<file path="src/rtl/i2c_slave.sv">
// rtl/i2c_slave.sv - I2C target: fixed 7-bit address, byte-wide receive and transmit handshake
module i2c_slave #(
    parameter logic [6:0] ADDR = 7'h50
) (
    input  logic       clk,
    input  logic       reset_n,
    input  logic       sda_i,
    input  logic       scl_i,
    output logic       sda_o,
    output logic       scl_o,
    output logic [7:0] rx_data,
    output logic       rx_valid,
    output logic       tx_req,
    input  logic [7:0] tx_data,
    input  logic       tx_valid,
    output logic       busy,
    output logic       rw,
    output logic       start_det,
    output logic       stop_det,
    output logic       nack_rcvd
);
    typedef enum logic [2:0] {
        S_IDLE, S_ADDR, S_ADDR_ACK, S_RX, S_RX_ACK, S_TX_WAIT, S_TX, S_TX_ACK
    } state_t;

    state_t     state_q, state_d;
    logic [2:0] sda_pipe_q, sda_pipe_d, scl_pipe_q, scl_pipe_d;
    logic [1:0] settle_q, settle_d;
    logic [3:0] bit_cnt_q, bit_cnt_d;
    logic [7:0] shift_q, shift_d, rx_data_q, rx_data_d;
    logic       sda_o_q, sda_o_d, scl_o_q, scl_o_d;
    logic       rx_valid_q, rx_valid_d, tx_req_q, tx_req_d;
    logic       busy_q, busy_d, rw_q, rw_d;
    logic       start_det_q, start_det_d, stop_det_q, stop_det_d, nack_q, nack_d;
    logic       sda_s, scl_s, live, scl_rise, scl_fall, start_c, stop_c;

    // pipe[0]/[1] form the synchronizer, pipe[2] is the previous synchronized level
    assign sda_s    = sda_pipe_q[1];
    assign scl_s    = scl_pipe_q[1];
    // edges are ignored until the pipes hold real bus levels after reset
    assign live     = (settle_q == 2'd3);
    assign scl_rise = live & scl_s & ~scl_pipe_q[2];
    assign scl_fall = live & ~scl_s & scl_pipe_q[2];
    assign start_c  = live & scl_s & scl_pipe_q[2] & sda_pipe_q[2] & ~sda_s;
    assign stop_c   = live & scl_s & scl_pipe_q[2] & ~sda_pipe_q[2] & sda_s;

    always_comb begin
        state_d     = state_q;
        sda_pipe_d  = {sda_pipe_q[1:0], sda_i};
        scl_pipe_d  = {scl_pipe_q[1:0], scl_i};
        settle_d    = (settle_q == 2'd3) ? settle_q : settle_q + 2'd1;
        bit_cnt_d   = bit_cnt_q;
        shift_d     = shift_q;
        rx_data_d   = rx_data_q;
        sda_o_d     = sda_o_q;
        busy_d      = busy_q;
        rw_d        = rw_q;
        rx_valid_d  = 1'b0;
        start_det_d = 1'b0;
        stop_det_d  = 1'b0;
        nack_d      = 1'b0;

        if (start_c) begin
            start_det_d = 1'b1;
            sda_o_d     = 1'b1;
            bit_cnt_d   = 4'd0;
            state_d     = S_ADDR;
        end else if (stop_c) begin
            stop_det_d = 1'b1;
            sda_o_d    = 1'b1;
            busy_d     = 1'b0;
            state_d    = S_IDLE;
        end else begin
            case (state_q)
                S_ADDR: if (scl_rise) begin
                    shift_d   = {shift_q[6:0], sda_s};
                    bit_cnt_d = bit_cnt_q + 4'd1;
                    if (bit_cnt_q == 4'd7) begin
                        if (shift_d[7:1] == ADDR) begin
                            busy_d  = 1'b1;
                            rw_d    = shift_d[0];
                            state_d = S_ADDR_ACK;
                        end else begin
                            busy_d  = 1'b0;
                            state_d = S_IDLE;
                        end
                    end
                end
                // sda_o itself marks the ACK phase: released on entry, low once the window opens
                S_ADDR_ACK, S_RX_ACK: if (scl_fall) begin
                    if (sda_o_q) begin
                        sda_o_d = 1'b0;
                    end else begin
                        sda_o_d   = 1'b1;
                        bit_cnt_d = 4'd0;
                        state_d   = (state_q == S_RX_ACK || !rw_q) ? S_RX : S_TX_WAIT;
                    end
                end
                S_RX: if (scl_rise) begin
                    shift_d   = {shift_q[6:0], sda_s};
                    bit_cnt_d = bit_cnt_q + 4'd1;
                    if (bit_cnt_q == 4'd7) begin
                        rx_data_d  = shift_d;
                        rx_valid_d = 1'b1;
                        state_d    = S_RX_ACK;
                    end
                end
                S_TX_WAIT: if (tx_valid && tx_req_q) begin
                    shift_d   = tx_data;
                    sda_o_d   = tx_data[7];
                    bit_cnt_d = 4'd0;
                    state_d   = S_TX;
                end
                S_TX: if (scl_fall) begin
                    if (bit_cnt_q == 4'd7) begin
                        sda_o_d   = 1'b1;
                        bit_cnt_d = 4'd0;
                        state_d   = S_TX_ACK;
                    end else begin
                        sda_o_d   = shift_q[6];
                        shift_d   = {shift_q[6:0], 1'b0};
                        bit_cnt_d = bit_cnt_q + 4'd1;
                    end
                end
                // bit_cnt == 1 records that the master ACKed; leave on the closing fall
                S_TX_ACK: if (scl_rise) begin
                    if (!sda_s) begin
                        bit_cnt_d = 4'd1;
                    end else begin
                        nack_d  = 1'b1;
                        busy_d  = 1'b0;
                        sda_o_d = 1'b1;
                        state_d = S_IDLE;
                    end
                end else if (scl_fall && bit_cnt_q == 4'd1) begin
                    bit_cnt_d = 4'd0;
                    state_d   = S_TX_WAIT;
                end
                default: ;
            endcase
        end

        tx_req_d = (state_d == S_TX_WAIT);
        scl_o_d  = (state_d != S_TX_WAIT);
    end

    always_ff @(posedge clk or negedge reset_n) begin
        if (!reset_n) begin
            state_q     <= S_IDLE;
            sda_pipe_q  <= 3'b111;
            scl_pipe_q  <= 3'b111;
            settle_q    <= 2'd0;
            bit_cnt_q   <= 4'd0;
            shift_q     <= 8'h00;
            rx_data_q   <= 8'h00;
            sda_o_q     <= 1'b1;
            scl_o_q     <= 1'b1;
            rx_valid_q  <= 1'b0;
            tx_req_q    <= 1'b0;
            busy_q      <= 1'b0;
            rw_q        <= 1'b0;
            start_det_q <= 1'b0;
            stop_det_q  <= 1'b0;
            nack_q      <= 1'b0;
        end else begin
            state_q     <= state_d;
            sda_pipe_q  <= sda_pipe_d;
            scl_pipe_q  <= scl_pipe_d;
            settle_q    <= settle_d;
            bit_cnt_q   <= bit_cnt_d;
            shift_q     <= shift_d;
            rx_data_q   <= rx_data_d;
            sda_o_q     <= sda_o_d;
            scl_o_q     <= scl_o_d;
            rx_valid_q  <= rx_valid_d;
            tx_req_q    <= tx_req_d;
            busy_q      <= busy_d;
            rw_q        <= rw_d;
            start_det_q <= start_det_d;
            stop_det_q  <= stop_det_d;
            nack_q      <= nack_d;
        end
    end

    assign sda_o     = sda_o_q;
    assign scl_o     = scl_o_q;
    assign rx_data   = rx_data_q;
    assign rx_valid  = rx_valid_q;
    assign tx_req    = tx_req_q;
    assign busy      = busy_q;
    assign rw        = rw_q;
    assign start_det = start_det_q;
    assign stop_det  = stop_det_q;
    assign nack_rcvd = nack_q;
endmodule

</file>
<file path="config.mk">
export PLATFORM = sky130hd
export DESIGN_NAME = i2c_slave
export DESIGN_NICKNAME = d
export VERILOG_FILES = /design/src/rtl/i2c_slave.sv
export SDC_FILE = /design/constraint.sdc
export NUM_CORES = 1
export LEC_CHECK = 0
export ABC_CLOCK_PERIOD_IN_PS = 2500
export BUFFER_PORTS_ARGS = -buffer_cell sky130_fd_sc_hd__buf_2
export CAP_MARGIN = 10
export CORE_MARGIN = 2
export CORE_UTILIZATION = 42
export DETAILED_ROUTE_END_ITERATION = 7
export PLACE_DENSITY = 0.72
export SKIP_LAST_GASP = 1
export SLEW_MARGIN = 20
export SYNTH_ARGS = -nofsm -noshare
export SYNTH_HDL_FRONTEND = slang
export SYNTH_SLANG_ARGS = --single-unit
</file>
<file path="constraint.sdc">
create_clock -name clk -period 2.5 [get_ports clk]
set_input_delay 0.5 -clock clk [delete_from_list [all_inputs] [get_ports clk]]
set_output_delay 0.5 -clock clk [all_outputs]
set_load 0.02 [all_outputs]
</file>
=== Yosys cells after proc, flatten, opt, wreduce, memory -nomap -nowiden ===
Index checks and enable logic that the tools add are counted.

* Flip-flop bits (word level): 39
* Input port bits: 13
* Output and inout bits: 17
* Word-level logic and storage cells: 147

* Add/subtract/negate cells: 2
* Equal/unequal tests: 34
* Muxes and demuxes: 64
* Bitwise operators: 15
* Reduce and logical (&&, ||, !) cells: 16

{| class="wikitable"
|+ Operators with widths
! kind !! number
|-
| $mux 3 || 15
|-
| $mux 4 || 11
|-
| $mux 1 || 28
|-
| $mux 7 || 4
|-
| $ne 4x4->1 const B || 7
|-
| $ne 3x3->1 const B || 9
|-
| $pmux 7 s3 || 1
|-
| $pmux 4 s5 || 1
|-
| $pmux 3 s6 || 1
|-
| $reduce_and 6->1 || 3
|-
| $eq 3x3->1 const B || 5
|-
| $reduce_bool 6->1 || 2
|-
| $and 1x1->1 || 9
|-
| $reduce_and 9->1 || 1
|-
| $ne 2x2->1 const B || 4
|-
| $eq 7x7->1 const B || 1
|-
| $reduce_and 7->1 || 1
|-
| $eq 3x2->1 const B || 2
|-
| $not 1->1 || 6
|-
| $reduce_bool 3->1 || 2
|-
| $reduce_and 5->1 || 1
|-
| $add 4x1->4 const B || 1
|-
| $eq 4x1->1 const B || 1
|-
| $eq 4x3->1 const B || 1
|-
| 12 further kinds || 14
|}

=== Logic depth before layout (Yosys ltp) ===
* Depth after elaboration: 10
* Depth in mapped cells: 8
* Depth with buffers taken out: 7

=== Worst setup path before layout ===
OpenSTA, ideal clock, no wires.

* Path type: reg-to-reg
* From: register bit_cnt_q[0]
* To: register shift_q[0]
* Setup time: 125 ps
* Arrival: 2020 ps
* Data required time: 2375 ps
* Path slack: 355 ps
* Stages on the path, launching flop included: 8
* Path buffers: 1
* Period minus slack after synthesis: 2145 ps
* Cells stage by stage: dfrtp_1 ha_1 and3b_1 buf_6 nor4_2 a21oi_1 nor4_4 mux2_2

* Cells in the longest elaborated chain, start to end: 3

{| class="wikitable"
|+ Ends and longest elaborated chain
! item !! line !! RTL
|-
| start: declaration || 29 || <nowiki>logic [3:0] bit_cnt_q, bit_cnt_d;</nowiki>
|-
| start signal: assignment || 170 || <nowiki>bit_cnt_q <= bit_cnt_d;</nowiki>
|-
| $eq 4x3->1 || 115 || <nowiki>if (bit_cnt_q == 4'd7) begin</nowiki>
|-
| $ne 2x2->1 (no source line) || - ||
|-
| $reduce_and 7->1 (no source line) || - ||
|-
| end signal: assignment || 171 || <nowiki>shift_q <= shift_d;</nowiki>
|-
| end: declaration || 30 || <nowiki>logic [7:0] shift_q, shift_d, rx_data_q, rx_data_d;</nowiki>
|}

No other way between the ends.
A chain may end at the register's enable or synchronous reset.

=== Worst setup path after layout ===
* From: register bit_cnt_q[0]
* To: register shift_q[1]

Same word-level chain as after synthesis.

==> run_results.csv <==
group,metric,value,unit
place,dp_hpwl,3010,um
cells_and_area,antenna_cells,0,
clock_network,post-cts-setup-buffers,0,
cells_and_area,drive_gt1_share,32.8,%
synthesis,synth_top_area_share,37.2,%
critical_path,critPathMaxFanout,7,
timing,slew_headroom,43.8,%
place,placed_area,2280,sq um
clock_network,cts.sinks,39,
drt,ant_nets,0,
global_route,grt_pass1_wl,7010,um
clock_network,cts_tree,"done",
synthesis,yosys.area_share.simple,20.9,%
cells_and_area,syn_to_final_growth,14.9,%
critical_path,cpPeakStageDelay,490,ps
global_route,grt_antenna_before_repair,0,
synthesis,yosysSeqAreaShare,47.3,%
synthesis,synth_xor_area_share,0.420,%
floorplanning,ioPinCount,30,
floorplanning,die_area,5540,sq um
drt,drt-pass1-iter-count,4,
critical_path,start_kind,"flop",
global_route,grt_usage,16.8,%
clock_network,cts_hold_buf,0,
synthesis,ys.flop_type,"dfrtp_1",
synthesis,yosysWarnings,0,
clock_network,clk_latency,290,ps
timing,finalCriticalPeriod,2340,ps
clock_network,cts.htree.levels,2,
synthesis,yosys-top-cells-count,"nand2_1 (33), dfrtp_1 (31), mux2_2 (16)",
power_and_ir_drop,power,0.00212,W
timing,finalCritPeriodShare,93.5,%
drt,via_per_inst,5.29,
synthesis,synth_nets,219,
timing,finalSetupViolCount,0,
critical_path,crit_buf_inv,0,
synthesis,synthTopCellsByArea,"dfrtp_1 (37%), dfstp_2 (10%), mux2_2 (8.6%), nand2_1 (5.9%), o21ai_0 (3.4%)",
place,portBuffers,29,
critical_path,critPathArrivalTime,2520,ps
synthesis,async_flop_share,100,%
job,maxCapViolCount,0,
drt,routedWlPerCell,13.9,um
floorplanning,fp.coreArea,4750,sq um
timing,finalMaxSlewViolations,0,
clock_network,cts_resized,0,
clock_network,cts_buffers,5,
synthesis,ys_ff_latch,39,
critical_path,critPathRequiredTime,2680,ps
status,status,"completed",
timing,max_freq,428,MHz
timing,fin_tns_setup,0,ps
synthesis,synthAdderAreaFrac,1.80,%
critical_path,cp_cell_sequence,"ha_1, and3b_1, nor4_2, a21oi_1, nor4_4, mux2_2",
global_route,grt_pass1_vias,1493,
cells_and_area,fin_area,2390,sq um
power_and_ir_drop,ir_drop,0.611,mV
cells_and_area,nets,250,
timing,worst_pin_slew,844,ps
synthesis,avgSynthCellArea,10.3,sq um
critical_path,r2r_slack,160,ps
synthesis,post_synth_num_cell_types,56,
drt,wirelength,4190,um
clock_network,cts_root_buffer,"clkbuf_8",
floorplanning,die_x,74.5,um
drt,drc,0,
synthesis,muxShareOfSynthArea,9.12,%
critical_path,critical_path_class,"flop to flop",
global_route,grt.overflow.total,0,
synthesis,synth_top_family_by_area,"simple AND/OR/NAND/NOR gates",
place,place_congestion,0.886,
timing,skew,12.5,ps
drt,via_count,1598,
floorplanning,fp.dieH,74.5,um
synthesis,syn_inst,203,
synthesis,yosys.cell_count.top_type,"nand2_1",
timing,hold_violations,0,
synthesis,synth_compound_area_share,16.4,%
power_and_ir_drop,p_leak,1.12,nW
synthesis,synth-edff-count,0,
drt,drt-initial-drc-count,167,
power_and_ir_drop,power_density,887,nW/um^2
clock_network,path_clk_slew,90,ps
synthesis,synth.cell_area,2080,sq um
critical_path,critical-path-top-delay-family,"simple AND/OR/NAND/NOR gates",
floorplanning,num_rows,25,
floorplanning,start_util,43.8,%
critical_path,crit_slowest_cell,"nor4_4",
critical_path,crit_path_end_kind,"flop",
global_route,grt_max_degree,40,
worst_hold_path,hold_class,"primary input to async pin",
synthesis,yosys.area.top_type,"dfrtp_1",
clock_network,cts_buffer_depth,2,
timing,rsz0062_at_grt,"no",
==> flip-flops by register name, summed over array words and instances (netlist names), 2 cells and up <==
register    count
bit_cnt_q       4
rx_data         8
scl_pipe_q      3
sda_pipe_q      3
settle_q        2
shift_q         7
state_q         3
==> worst reg2reg max path: cells and delay by family (launching register included) <==
kind | cells | cell delay [ps]
compound gates | 1 | 100
fa+ha+maj | 1 | 260
flops | 1 | 440
mux | 1 | 400
simple gates | 3 | 1040
==> per-layer routing <==
metal	up-vias	GRT usage [%]	part of all wire, %
li1	796	-	-
met1	746	24.3	49
met2	51	23.9	43
met3	5	4.88	6.2
met4	0	6.15	1.4
met5	-	0	0
==> path summary, 6_finish.rpt <==
check	startpoint	to	depth (start not counted)
worst max-delay path	bit_cnt_q[0]	shift_q[1]	6
worst min-delay path	reset_n	bit_cnt_q[0]	1
worst max register to register	bit_cnt_q[0]	shift_q[1]	6
worst min register to register	scl_pipe_q[0]	scl_pipe_q[1]	0
max in group asynchronous	reset_n	shift_q[4]	1
min in group clk	sda_i	sda_pipe_q[0]	1
==> logic make-up (layout without fill, tap and decap cells) <==
family                   Yosys count  count (layout)
XOR/XNOR                           1               1
buffers and inverters             16              48
multiplexers                      17              17
adder cells (fa/ha/maj)            3               3
flip-flops                        39              39
AND/OR/NAND/NOR                   77              77
AO/OA/AOI/OAI                     50              50
==> layout by cell type (no fill, tap or decap), types with 4 or more instances in the layout <==
| cell type | synthesis | final |
|---|---|---|
| a211oi_1 | 4 | 4 |
| a21oi_1 | 10 | 10 |
| buf_2 | 2 | 29 |
| clkbuf_8 | 1 | 5 |
| dfrtp_1 | 31 | 31 |
| dfstp_2 | 8 | 8 |
| inv_1 | 7 | 7 |
| mux2_2 | 16 | 16 |
| nand2_1 | 33 | 33 |
| nand3_1 | 4 | 4 |
| nor2_1 | 8 | 8 |
| o21ai_0 | 14 | 14 |
==> layout make-up <==
type | count | area (sq um)
well taps | 67 | 83.8
fillers | 436 | 2360
flip-flops and latches | 39 | 986
clock inverters | 3 | 43.8
multi-input cells | 148 | 1010
inverters | 8 | 30.0
repair buffers | 32 | 168
clock buffers | 5 | 68.8
==> through the flow <==
| step | instances | worst slack (ps) | util (%) | hold slack, ps |
|---|---|---|---|---|
| floorplan | 203 | 355 | - | 204 |
| global placement | 294 | 225 | 48.0 | 346 |
| detailed placement | 294 | 194 | 48.0 | 347 |
| CTS | 302 | 142 | 50.4 | 297 |
| global route | 302 | 26.6 | 50.4 | 288 |
| finish | 302 | 163 | 50.4 | 301 |
==> report_power, final <==
part	leakage [nW]	switching, W	total [W]	internal (W)
logic	0.571	0.000342	0.000693	0.000351
clock network	0.0581	0.000230	0.000527	0.000297
registers	0.486	0.000152	0.000905	0.000753
total	1.12	0.000724	0.00212	0.00140
Note: power is estimated with default switching activity, not from simulation.
